===== config.mk =====
export PLATFORM = sky130hd
export DESIGN_NAME = fetch_unit
export DESIGN_NICKNAME = d
export VERILOG_FILES = /design/src/rtl/proc_pkg.sv /design/src/rtl/ret_stack.sv /design/src/rtl/fetch_unit.sv
export SDC_FILE = /design/constraint.sdc
export NUM_CORES = 1
export LEC_CHECK = 0
export ABC_CLOCK_PERIOD_IN_PS = 3900
export CAP_MARGIN = 30
export CORE_MARGIN = 2
export CORE_UTILIZATION = 50
export DETAILED_ROUTE_END_ITERATION = 16
export MAX_ROUTING_LAYER = met4
export PLACE_DENSITY = 0.76
export SKIP_CTS_REPAIR_TIMING = 1
export SYNTH_ARGS = -nofsm -noshare
export SYNTH_HDL_FRONTEND = slang
export SYNTH_SLANG_ARGS = --single-unit

===== constraint.sdc =====
create_clock -name clk -period 3.9 [get_ports clk]
set_input_delay 1.17 -clock clk [delete_from_list [all_inputs] [get_ports clk]]
set_output_delay 1.17 -clock clk [all_outputs]
set_load 0.02 [all_outputs]

===== src/rtl/proc_pkg.sv =====
// Shared processor-core constants and the fetch-unit state type.
package proc_pkg;
  localparam int PC_W        = 10;
  localparam int INSTR_W     = 16;
  localparam int STACK_DEPTH = 4;
  localparam int RESET_PC    = 0;

  typedef enum logic [1:0] {BOOT, RUN, HALTED} fetch_state_e;
endpackage


===== src/rtl/ret_stack.sv =====
// Hardware return-address LIFO; push wins over a simultaneous pop.
module ret_stack #(
  parameter int DEPTH = proc_pkg::STACK_DEPTH,
  parameter int WIDTH = proc_pkg::PC_W
) (
  input  logic             clk,
  input  logic             reset,
  input  logic             push,
  input  logic             pop,
  input  logic [WIDTH-1:0] din,
  output logic [WIDTH-1:0] dout,
  output logic             full,
  output logic             empty
);
  localparam int IDX_W = (DEPTH > 1) ? $clog2(DEPTH) : 1;
  localparam int SP_W  = $clog2(DEPTH + 1);

  logic [SP_W-1:0]  sp_q, sp_d;
  logic [WIDTH-1:0] mem_q [DEPTH];
  logic [IDX_W-1:0] wr_idx, top_idx;
  logic             do_push;

  assign full    = (sp_q == SP_W'(DEPTH));
  assign empty   = (sp_q == '0);
  assign do_push = push && !full;
  assign wr_idx  = IDX_W'(sp_q);
  assign top_idx = IDX_W'(sp_q - SP_W'(1));
  assign dout    = mem_q[top_idx];

  always_comb begin
    sp_d = sp_q;
    if (do_push)                    sp_d = sp_q + SP_W'(1);
    else if (pop && !push && !empty) sp_d = sp_q - SP_W'(1);
  end

  always_ff @(posedge clk or posedge reset) begin
    if (reset) begin
      sp_q <= '0;
      for (int i = 0; i < DEPTH; i++) mem_q[i] <= '0;
    end else begin
      sp_q <= sp_d;
      if (do_push) mem_q[wr_idx] <= din;
    end
  end
endmodule


===== src/rtl/fetch_unit.sv =====
// Instruction fetch: PC, instruction register with valid/ready hand-off,
// jump/call/return redirects backed by ret_stack.
module fetch_unit #(
  parameter int              PC_W        = proc_pkg::PC_W,
  parameter int              INSTR_W     = proc_pkg::INSTR_W,
  parameter int              STACK_DEPTH = proc_pkg::STACK_DEPTH,
  parameter logic [PC_W-1:0] RESET_PC    = PC_W'(proc_pkg::RESET_PC)
) (
  input  logic               clk,
  input  logic               reset,
  output logic [PC_W-1:0]    pm_addr,
  input  logic [INSTR_W-1:0] pm_rd,
  output logic [INSTR_W-1:0] instr,
  output logic [PC_W-1:0]    instr_pc,
  output logic               instr_valid,
  input  logic               instr_ready,
  input  logic               jump_en,
  input  logic               call_en,
  input  logic               ret_en,
  input  logic [PC_W-1:0]    target,
  output logic               stack_ovf,
  output logic               halted
);
  import proc_pkg::*;

  fetch_state_e       state_q, state_d;
  logic [PC_W-1:0]    pc_q, pc_d;
  logic [PC_W-1:0]    ipc_q, ipc_d;
  logic [INSTR_W-1:0] instr_q, instr_d;
  logic               valid_q, valid_d;
  logic               ovf_q, ovf_d;
  logic               advance, accept;
  logic               stk_push, stk_pop, stk_full, stk_empty;
  logic [PC_W-1:0]    stk_dout;

  ret_stack #(.DEPTH(STACK_DEPTH), .WIDTH(PC_W)) u_ret_stack (
    .clk   (clk),
    .reset (reset),
    .push  (stk_push),
    .pop   (stk_pop),
    .din   (ipc_q + PC_W'(1)),
    .dout  (stk_dout),
    .full  (stk_full),
    .empty (stk_empty)
  );

  assign advance = (state_q == RUN) && (!valid_q || instr_ready);
  assign accept  = valid_q && instr_ready;

  always_comb begin
    state_d  = state_q;
    pc_d     = pc_q;
    ipc_d    = ipc_q;
    instr_d  = instr_q;
    valid_d  = valid_q;
    ovf_d    = ovf_q;
    stk_push = 1'b0;
    stk_pop  = 1'b0;
    case (state_q)
      BOOT: state_d = RUN;
      RUN: begin
        if (advance) begin
          // Redirects only take effect on the edge that accepts the instruction
          if (accept && ret_en) begin
            valid_d = 1'b0;
            if (stk_empty) begin
              state_d = HALTED;
            end else begin
              stk_pop = 1'b1;
              pc_d    = stk_dout;
            end
          end else if (accept && call_en) begin
            valid_d = 1'b0;
            pc_d    = target;
            if (stk_full) ovf_d    = 1'b1;
            else          stk_push = 1'b1;
          end else if (accept && jump_en) begin
            valid_d = 1'b0;
            pc_d    = target;
          end else begin
            instr_d = pm_rd;
            ipc_d   = pc_q;
            valid_d = 1'b1;
            pc_d    = pc_q + PC_W'(1);
          end
        end
      end
      HALTED:  valid_d = 1'b0;
      default: state_d = BOOT;
    endcase
  end

  always_ff @(posedge clk or posedge reset) begin
    if (reset) begin
      state_q <= BOOT;
      pc_q    <= RESET_PC;
      ipc_q   <= '0;
      instr_q <= '0;
      valid_q <= 1'b0;
      ovf_q   <= 1'b0;
    end else begin
      state_q <= state_d;
      pc_q    <= pc_d;
      ipc_q   <= ipc_d;
      instr_q <= instr_d;
      valid_q <= valid_d;
      ovf_q   <= ovf_d;
    end
  end

  assign pm_addr     = pc_q;
  assign instr       = instr_q;
  assign instr_pc    = ipc_q;
  assign instr_valid = valid_q;
  assign stack_ovf   = ovf_q;
  assign halted      = (state_q == HALTED);
endmodule


## Word-level counts from Yosys, hierarchy flattened

Cells that the tools add are included.

- Register bits after elaboration: 83
- Input port bits: 32
- Output and inout port bits: 39
- Logic and storage cells: 84

- Add/sub/neg operators: 4
- Magnitude comparators: 3
- Equal/unequal tests: 7
- Multiplexer cells: 30
- Bitwise logic cells: 6
- Reductions and logical operators: 23

Operator list:

| operator | number |
|---|---|
| 10-bit 2-to-1 mux | 7 |
| 40-bit bitwise mux | 1 |
| 10-bit by 1-bit adder with 10-bit output (second input constant) | 2 |
| 10-bit binary-select mux with 2-bit select | 1 |
| 10-bit demux with 2-bit select | 1 |
| 1-bit 2-to-1 mux | 13 |
| 5-bit AND reduction | 2 |
| 1-bit logical AND | 9 |
| 3-bit >= comparator (second input constant) | 2 |
| 2-bit 2-to-1 mux | 3 |
| 3-bit 2-to-1 mux | 2 |
| 2-bit NOT with 3-bit output | 2 |
| 2-bit one-hot mux with 3 select lines | 1 |
| 1-bit logical NOT | 4 |
| 2-bit by 1-bit inequality test with 1-bit output (second input constant) | 2 |
| 2-bit inequality test (second input constant) | 2 |
| 1-bit NOT | 4 |
| 4-bit AND reduction | 1 |
| 2-bit nonzero test | 2 |
| 3-bit by 1-bit adder with 3-bit output (second input constant) | 1 |
| 3-bit == test (second input constant) | 1 |
| 3-bit logical NOT | 1 |
| 3-bit by 1-bit less-than comparator with 1-bit output (second input constant) | 1 |
| 3-bit AND reduction | 1 |
| 7 further kinds | 7 |

## Depth between registers and ports, before layout

Gate-level depths: netlist of run 1.

- Word-level depth: 11
- Depth in mapped cells: 9

## Modules after synthesis

A second synthesis of run 1 with hierarchy kept.

- Cell total of the unflattened synthesis: 326
- Area, all modules: 4275.4 um^2

By module, submodules not included:

| module | times used | cells an instance | area an instance (um^2) |
|---|---|---|---|
| ret_stack | 1 | 134 | 2163.3 |
| fetch_unit | 1 | 192 | 2112.0 |

## Worst setup path after synthesis of run 1

No wires, ideal clock.

- Kind: input to register
- Start: input port instr_ready
- End: register instr_q[10] (netlist: instr[10])
- Arrival: 2.462 ns
- Data required time: 3.775 ns
- Path slack: 1.313 ns
- Cell stages on the path: 6
- Buffers on the path: 2
- Cells stage by stage: buf_2 > nand2b_1 > a21o_1 > nor2_4 > buf_2 > mux2_2

- Longest elaborated chain between the ends: 4

RTL lines:

| item | line | source |
|---|---|---|
| start, declared | fetch_unit.sv:16 | `input logic instr_ready,` |
| 1-bit logical AND | fetch_unit.sv:48 | `assign accept = valid_q && instr_ready;` |
| 1-bit logical AND, on equally long branches | fetch_unit.sv:77, fetch_unit.sv:64, fetch_unit.sv:72 |  |
| 1-bit NOT (no source line) | - |  |
| 5-bit AND reduction (no source line) * | - |  |
| end signal, assigned | fetch_unit.sv:105 | `instr_q <= instr_d;` |
| end, declared | fetch_unit.sv:29 | `logic [INSTR_W-1:0] instr_q, instr_d;` |

Every way passes the cells marked *; elsewhere a longest branch is shown, timed or not.
A chain may end at the register's enable or synchronous reset.

## Final worst setup path of run 1

- Start: input port instr_ready
- End: register u_ret_stack.mem_q[19] in the netlist's numbering

- Longest elaborated chain between the ends: 7

RTL lines:

| item | line | source |
|---|---|---|
| 1-bit logical AND | fetch_unit.sv:48 |  |
| 1-bit logical AND | fetch_unit.sv:72 | `end else if (accept && call_en) begin` |
| 1-bit 2-to-1 mux | fetch_unit.sv:72 |  |
| 1-bit 2-to-1 mux | fetch_unit.sv:64 | `if (accept && ret_en) begin` |
| 1-bit 2-to-1 mux * | fetch_unit.sv:62 | `if (advance) begin` |
| 1-bit 2-to-1 mux * | fetch_unit.sv:59 | `case (state_q)` |
| 1-bit logical AND * | ret_stack.sv:25 | `assign do_push = push && !full;` |
| end signal, assigned by index | ret_stack.sv:42 | `if (do_push) mem_q[wr_idx] <= din;` |
| end, declared | ret_stack.sv:19 | `logic [WIDTH-1:0] mem_q [DEPTH];` |

Marks and branches as above.

==> results.toml, run 1 <==
[die]
ioPinCount = 71
design.core.area_sq_um = 7770
die_area_sq_um = 8770
rows = 32
start_util_pct = 51.7
die_width_microns = 93.6
die_y_microns = 93.6

[power_and_ir_drop]
ir_worst_vdd_v = 0.000374
leakagePower_uw = 0.00220
p_per_area_nw_per_um2 = 841
totalPowerFinal_uw = 4270

[logic_synthesis]
synth-seq-cells = 83
synth_edf_count = 0
synthArstFlopShare_pct = 100
yosys.area.top_type_share_pct = 51.7
synth_seq_area_share_pct = 51.7
synth_commonest_cells = "dfrtp_1 (83), mux2_2 (43), nand2_1 (29)"
yosysWarnings = 0
synth.distinct_cells = 46
yosysTopAreaCell = "dfrtp_1"
synth_area_sq_um = 4020
synth_cells = 328
synth_area_leaders = "dfrtp_1 (52%), mux2_2 (12%), mux4_2 (5.6%)"
synth_top_flop_cell = "dfrtp_1"
syn_nets = 367
synth_most_common_cell = "dfrtp_1"
avgSynthCellArea_sq_um = 12.2

[clock_tree]
clk_pin_slew_ns = 0.09
cts.sinks = 83
clk_path_buf_depth = 2
cts_root_buf = "clkbuf_8"
clkLatencyLatePin_ns = 0.35
numCtsBuffers = 9
cts_tree = "done"
h-tree-depth = 3

[grt]
grt_pass1_wl_microns = 14700
track_usage_pct = 22.6
antenna_found_initial = 0
grt_overflow = 0
grt_max_degree = 48
grt_pass1_vias = 2827

[place]
hpwl_microns = 6230
place.port_buffers = 70
place.gp.congestion = 0.852

[sta]
fin_skew_ns = 0.0107
setup_viol = 0
slew_viol_final = 0
hold_viol = 0
relSlewSlack_pct = 56.1
worstMarginPinSlew_ns = 0.658
rsz0062_at_grt = "false"
fmax_mhz = 337
fin_tns_setup_ns = 0
period_needed_ns = 2.97
min_period_over_period_pct = 76.2

[hold_path]
hold-path-endpoint = "stack_ovf"
hold_start = "stack_ovf"
hold_path.class = "reg -> reg"
min_path_cells = 1

[cells_and_area]
nFillCells = 605
final_nets = 441
drive_above_1_share_pct = 21.6
antenna_cells = 0
area_growth_pct = 26.2

[worst_setup_path]
worstSetupEndpointType = "flip-flop"
crit_path_start_kind = "input port"
r2r_slack_ns = 1.30
timing.rr.start = "u_ret_stack.sp_q[0]"
worst_ep_arrival_time_ns = 3.21
regToRegEndpoint = "pm_addr[5]"
cp.required_ns = 4.14
path_max_fanout = 14
rr_worst_depth = 7
crit_type = "in -> reg"

[drt]
viasPerCell = 5.54
first_pass_iters = 4
vias = 2820
wl_microns = 8890
first_iter_violations = 186
wl_per_cell_microns = 17.5
drc = 0
ant_nets = 0

[run]
maxCapViolCount = 0

[run_status]
status = "finished clean"
[worst max-delay path by stage]
stage                 from                     to
5_1_grt        instr_ready   u_ret_stack.mem_q[5]
3_3_place_gp   instr_ready            instr_pc[3]
3_5_place_dp   instr_ready  u_ret_stack.mem_q[19]
6_report       instr_ready  u_ret_stack.mem_q[19]
2_1_floorplan        reset               instr[0]
4_1_cts        instr_ready   u_ret_stack.mem_q[5]
[flip-flops by register name (all words and copies together), names as in the netlist]
name               cells
u_ret_stack.mem_q     40
instr                 16
instr_pc              10
pm_addr               10
u_ret_stack.sp_q       3
state_q                2
instr_valid            1
stack_ovf              1
[final cells by class]
| type | count | area [sq um] | area share, % |
|---|---|---|---|
| Clock buffer | 10 | 138 | 2.71 |
| Timing Repair Buffer | 76 | 758 | 15.0 |
| Clock inverter | 6 | 111 | 2.20 |
| Multi-Input combinational cell | 226 | 1830 | 36.2 |
| Tap cell | 102 | 128 | 2.52 |
| Inverter | 6 | 23.8 | 0.469 |
| Sequential cell | 83 | 2080 | 41.0 |
[power breakdown]
group / internal, uW / switching [uW] / leakage [uW] / total [uW]
registers: 1230 / 324 / 0.00105 / 1560
logic: 996 / 954 / 0.00103 / 1950
clock network: 444 / 314 / 0.000123 / 758
total: 2670 / 1590 / 0.00220 / 4270
[critical path, cell delays in order]
cell             delay [ns]
clkdlybuf4s50_1        0.62
nand2b_1               0.23
a2111oi_4              0.45
nand2_2                0.33
mux2_1                 0.39
[metrics by stage]
| step | cells | area (sq um) | util (%) | setup slack, ns | hold WS [ns] |
|---|---|---|---|---|---|
| floorplan | 328 | 4020 | - | 0.593 | 0.436 |
| global placement | 493 | 4820 | 62.1 | 0.680 | 0.457 |
| detailed placement | 493 | 4820 | 62.1 | 0.613 | 0.460 |
| CTS | 509 | 5070 | 65.3 | 0.976 | 0.479 |
| global route | 509 | 5070 | 65.3 | 0.862 | 0.487 |
| finish | 509 | 5070 | 65.3 | 0.930 | 0.475 |
[per-layer routing]
metal / vias up / wire [microns] / global-route usage [%]
li1: 1332 / - / -
met1: 1403 / 4190 / 30.8
met2: 79 / 4250 / 34.7
met3: 6 / 369 / 4.35
met4: 0 / 78 / 7.25
met5: - / 0 / -
[placed cells by master (no fill, tap or decap), types with 2 or more instances in the layout]
cell type        synthesis  routed
mux2_1                   5       5
mux2_2                  43      43
dfrtp_1                 83      83
buf_4                    1       5
nand3_1                  7       7
nor2b_1                  3       3
ha_1                     7       7
and3_1                   5       5
nand2b_1                 3       3
mux2i_1                  4       4
xor2_1                   7       7
bufinv_16                0       3
nand2_2                  3       3
mux4_2                  10      10
o21ai_1                  4       4
clkinv_2                 0       2
and2_1                   2       2
inv_1                    6       5
o21ai_0                 23      23
nand2_1                 29      29
nor3_1                   6       6
a21oi_1                 16      16
nor2_1                  15      15
clkdlybuf4s50_1          0      70
nand4_1                  3       3
xnor2_1                 10      10
mux2_4                   2       2
clkbuf_8                 0      10
[logic make-up after synthesis]
logic type / after synthesis / share of synthesized area [%]
muxes: 64 / 20.8
and+or+nand+nor: 82 / 10.3
AOI/OAI and AO/OA: 56 / 8.69
xor gates and xnor gates: 17 / 3.71
adders and majority gates: 7 / 2.18
buffers and inverters: 19 / 2.62
DFF: 83 / 51.7
Power figures use the tool's default switching activity.
==> inputs of run 2 (changes only) <==
--- a/config.mk
+++ b/config.mk
@@ -5,13 +5,13 @@
 export SDC_FILE = /design/constraint.sdc
 export NUM_CORES = 1
 export LEC_CHECK = 0
-export ABC_CLOCK_PERIOD_IN_PS = 3900
+export ABC_CLOCK_PERIOD_IN_PS = 2380
 export CAP_MARGIN = 30
 export CORE_MARGIN = 2
-export CORE_UTILIZATION = 50
+export CORE_UTILIZATION = 48
 export DETAILED_ROUTE_END_ITERATION = 16
 export MAX_ROUTING_LAYER = met4
-export PLACE_DENSITY = 0.76
+export PLACE_DENSITY = 0.77
 export SKIP_CTS_REPAIR_TIMING = 1
 export SYNTH_ARGS = -nofsm -noshare
 export SYNTH_HDL_FRONTEND = slang
==> constraint.sdc (replaced) <==
create_clock -name clk -period 2.38 [get_ports clk]
set_input_delay 0.714 -clock clk [delete_from_list [all_inputs] [get_ports clk]]
set_output_delay 0.714 -clock clk [all_outputs]
set_load 0.02 [all_outputs]
==> run 2 against run 1 <==
Against the previous run: non-clock buffer count is 21 higher; cell count up 4.7%; via count increased by 3.3%; first-iteration DRC count decreased by 16%; critical path depth fell by 4; setup slack worse by 0.81 ns; power up 62%; clock skew increased by 0.0032 ns; largest cell class unchanged.
==> results.toml, run 2 (synthesis results as in run 1) <==
[power_and_ir_drop]
p_per_area_nw_per_um2 = 1320
combPwrFrac_pct = 48.8
leakagePower_uw = 0.00230
p_sw_share_pct = 38.9
pwr-share-clk_pct = 13.8
seqPwrFrac_pct = 37.4
totalPowerFinal_uw = 6890
internal_power_uw = 4210
switchingPower_uw = 2680
ir_worst_vdd_v = 0.000420

[grt]
grt_overflow = 0
antenna_found_initial = 0
grt_pass1_vias = 3099
grt_pass1_wl_microns = 15500
grt_max_degree = 29
track_usage_pct = 23.0

[sta]
rsz0062_at_grt = "false"
worstMarginPinSlew_ns = 0.540
relSlewSlack_pct = 63.9
setup_viol = 0
period_needed_ns = 2.26
setup_slack_ns = 0.123
fmax_mhz = 443
min_period_over_period_pct = 94.8
hold_viol = 0
fin_skew_ns = 0.0139
slew_viol_final = 0
hold_ws_ns = 0.475

[drt]
wl_microns = 9300
vias = 2913
top_layer = "met4"
ant_nets = 0
wl_per_cell_microns = 17.4
drc = 0
viasPerCell = 5.47
route.met2.wl_microns = 4700
wl_met1_microns = 4140
first_pass_iters = 5
wl_met3_microns = 369
first_iter_violations = 157

[cells_and_area]
final_nets = 462
drive_above_1_share_pct = 25.7
regMostFlops = "u_ret_stack.mem_q"
largest_reg_flops = 40
nFillCells = 630
layout_commonest_cell = "dfrtp_1"
fin_cells = 533
area_growth_pct = 29.8
antenna_cells = 0
fin_util_pct = 63.8
layout_common_cells = "dfrtp_1 (82), clkdlybuf4s50_1 (69), mux2_2 (43)"

[clock_tree]
clk_path_buf_depth = 2
cts.sinks = 83
cts_tree = "done"
clkLatencyLatePin_ns = 0.35
cts_root_buf = "clkbuf_8"
numCtsBuffers = 9
clk_pin_slew_ns = 0.09
h-tree-depth = 3

[worst_setup_path]
path_cells = "clkdlybuf4s50_1"
crit_path_start_kind = "flip-flop"
crit_path_top_delay_cell = "clkdlybuf4s50_1"
worstSetupEndpointType = "primary output"
cpPeakStageDelay_ns = 0.67
crit_family = "buffers and inverters"
crit_type = "reg -> out"
path_buf_inv = 1
path_max_fanout = 8
timing.rr.start = "u_ret_stack.sp_q[1]"
worst_ep_arrival_time_ns = 1.54
cp.required_ns = 1.67
critical_path.startpoint = "instr_pc[0]"

[die]
die_width_microns = 95.5
design.core.area_sq_um = 8180
ioPinCount = 71
start_util_pct = 49.1
die_y_microns = 95.5
rows = 33
die_area_sq_um = 9120

[run]
maxCapViolCount = 0

[hold_path]
hold_start = "state_q[1]"
hold_path.class = "reg -> reg"

[place]
place.gp.congestion = 0.860
numPlacedInstances = 517
place_ws_ns = -0.132
hpwl_microns = 6950
place.port_buffers = 70

[run_status]
status = "finished clean"
## run 2: area by class of cell
cell class                      instances  area, sq um  share of cell area [%]
Sequential cell                        83         2080                    39.9
Multi-Input combinational cell        226         1830                    35.2
Timing Repair Buffer                   97          956                    18.3
Clock buffer                           11          151                    2.90
Tap cell                              105          131                    2.52
Clock inverter                          5         37.5                   0.720
Inverter                                6         26.3                   0.504
## run 2: final timing paths
check                                        to  slack (ns)  depth (start not counted)
hold reg to reg                      state_q[0]        0.47                          1
min in group asynchronous              instr[8]        0.75                          2
setup reg to reg                     pm_addr[5]        0.17                          6
max in group asynchronous  u_ret_stack.mem_q[6]        1.12                          3
hold / removal                       state_q[0]        0.47                          1
setup / recovery                    instr_pc[0]        0.12                          1
## run 2: per-stage QoR
step	setup TNS, ns	area, sq um
global route	0	5220
detailed placement	-5.30	5020
global placement	-3.19	5020
floorplan	0	4020
CTS	-0.0310	5210
finish	0	5220
## run 2: power by group through the flow
stage | combinational [uW] | sequential (uW) | clock, uW
after floorplan | 1770 | 2800 | 0
after CTS | 3390 | 2560 | 967
after global routing | 3630 | 2650 | 1040
after global placement | 3280 | 2540 | 0
final | 3360 | 2570 | 954
after detailed placement | 3370 | 2590 | 0
## run 2: metal layers
| layer | global-route usage, % | up-vias |
|---|---|---|
| met1 | 30.1 | 1485 |
| met3 | 4.35 | 7 |
| met4 | 6.19 | 0 |
| met2 | 37.2 | 62 |
| li1 | - | 1359 |
| met5 | - | - |
==> inputs of run 3 (changes only) <==
--- a/config.mk
+++ b/config.mk
@@ -13,6 +13,7 @@
 export MAX_ROUTING_LAYER = met4
 export PLACE_DENSITY = 0.77
 export SKIP_CTS_REPAIR_TIMING = 1
+export SLEW_MARGIN = 40
 export SYNTH_ARGS = -nofsm -noshare
 export SYNTH_HDL_FRONTEND = slang
 export SYNTH_SLANG_ARGS = --single-unit
==> results of run 3 <==
Final layout, timing and power as in run 2 (identical DEF).
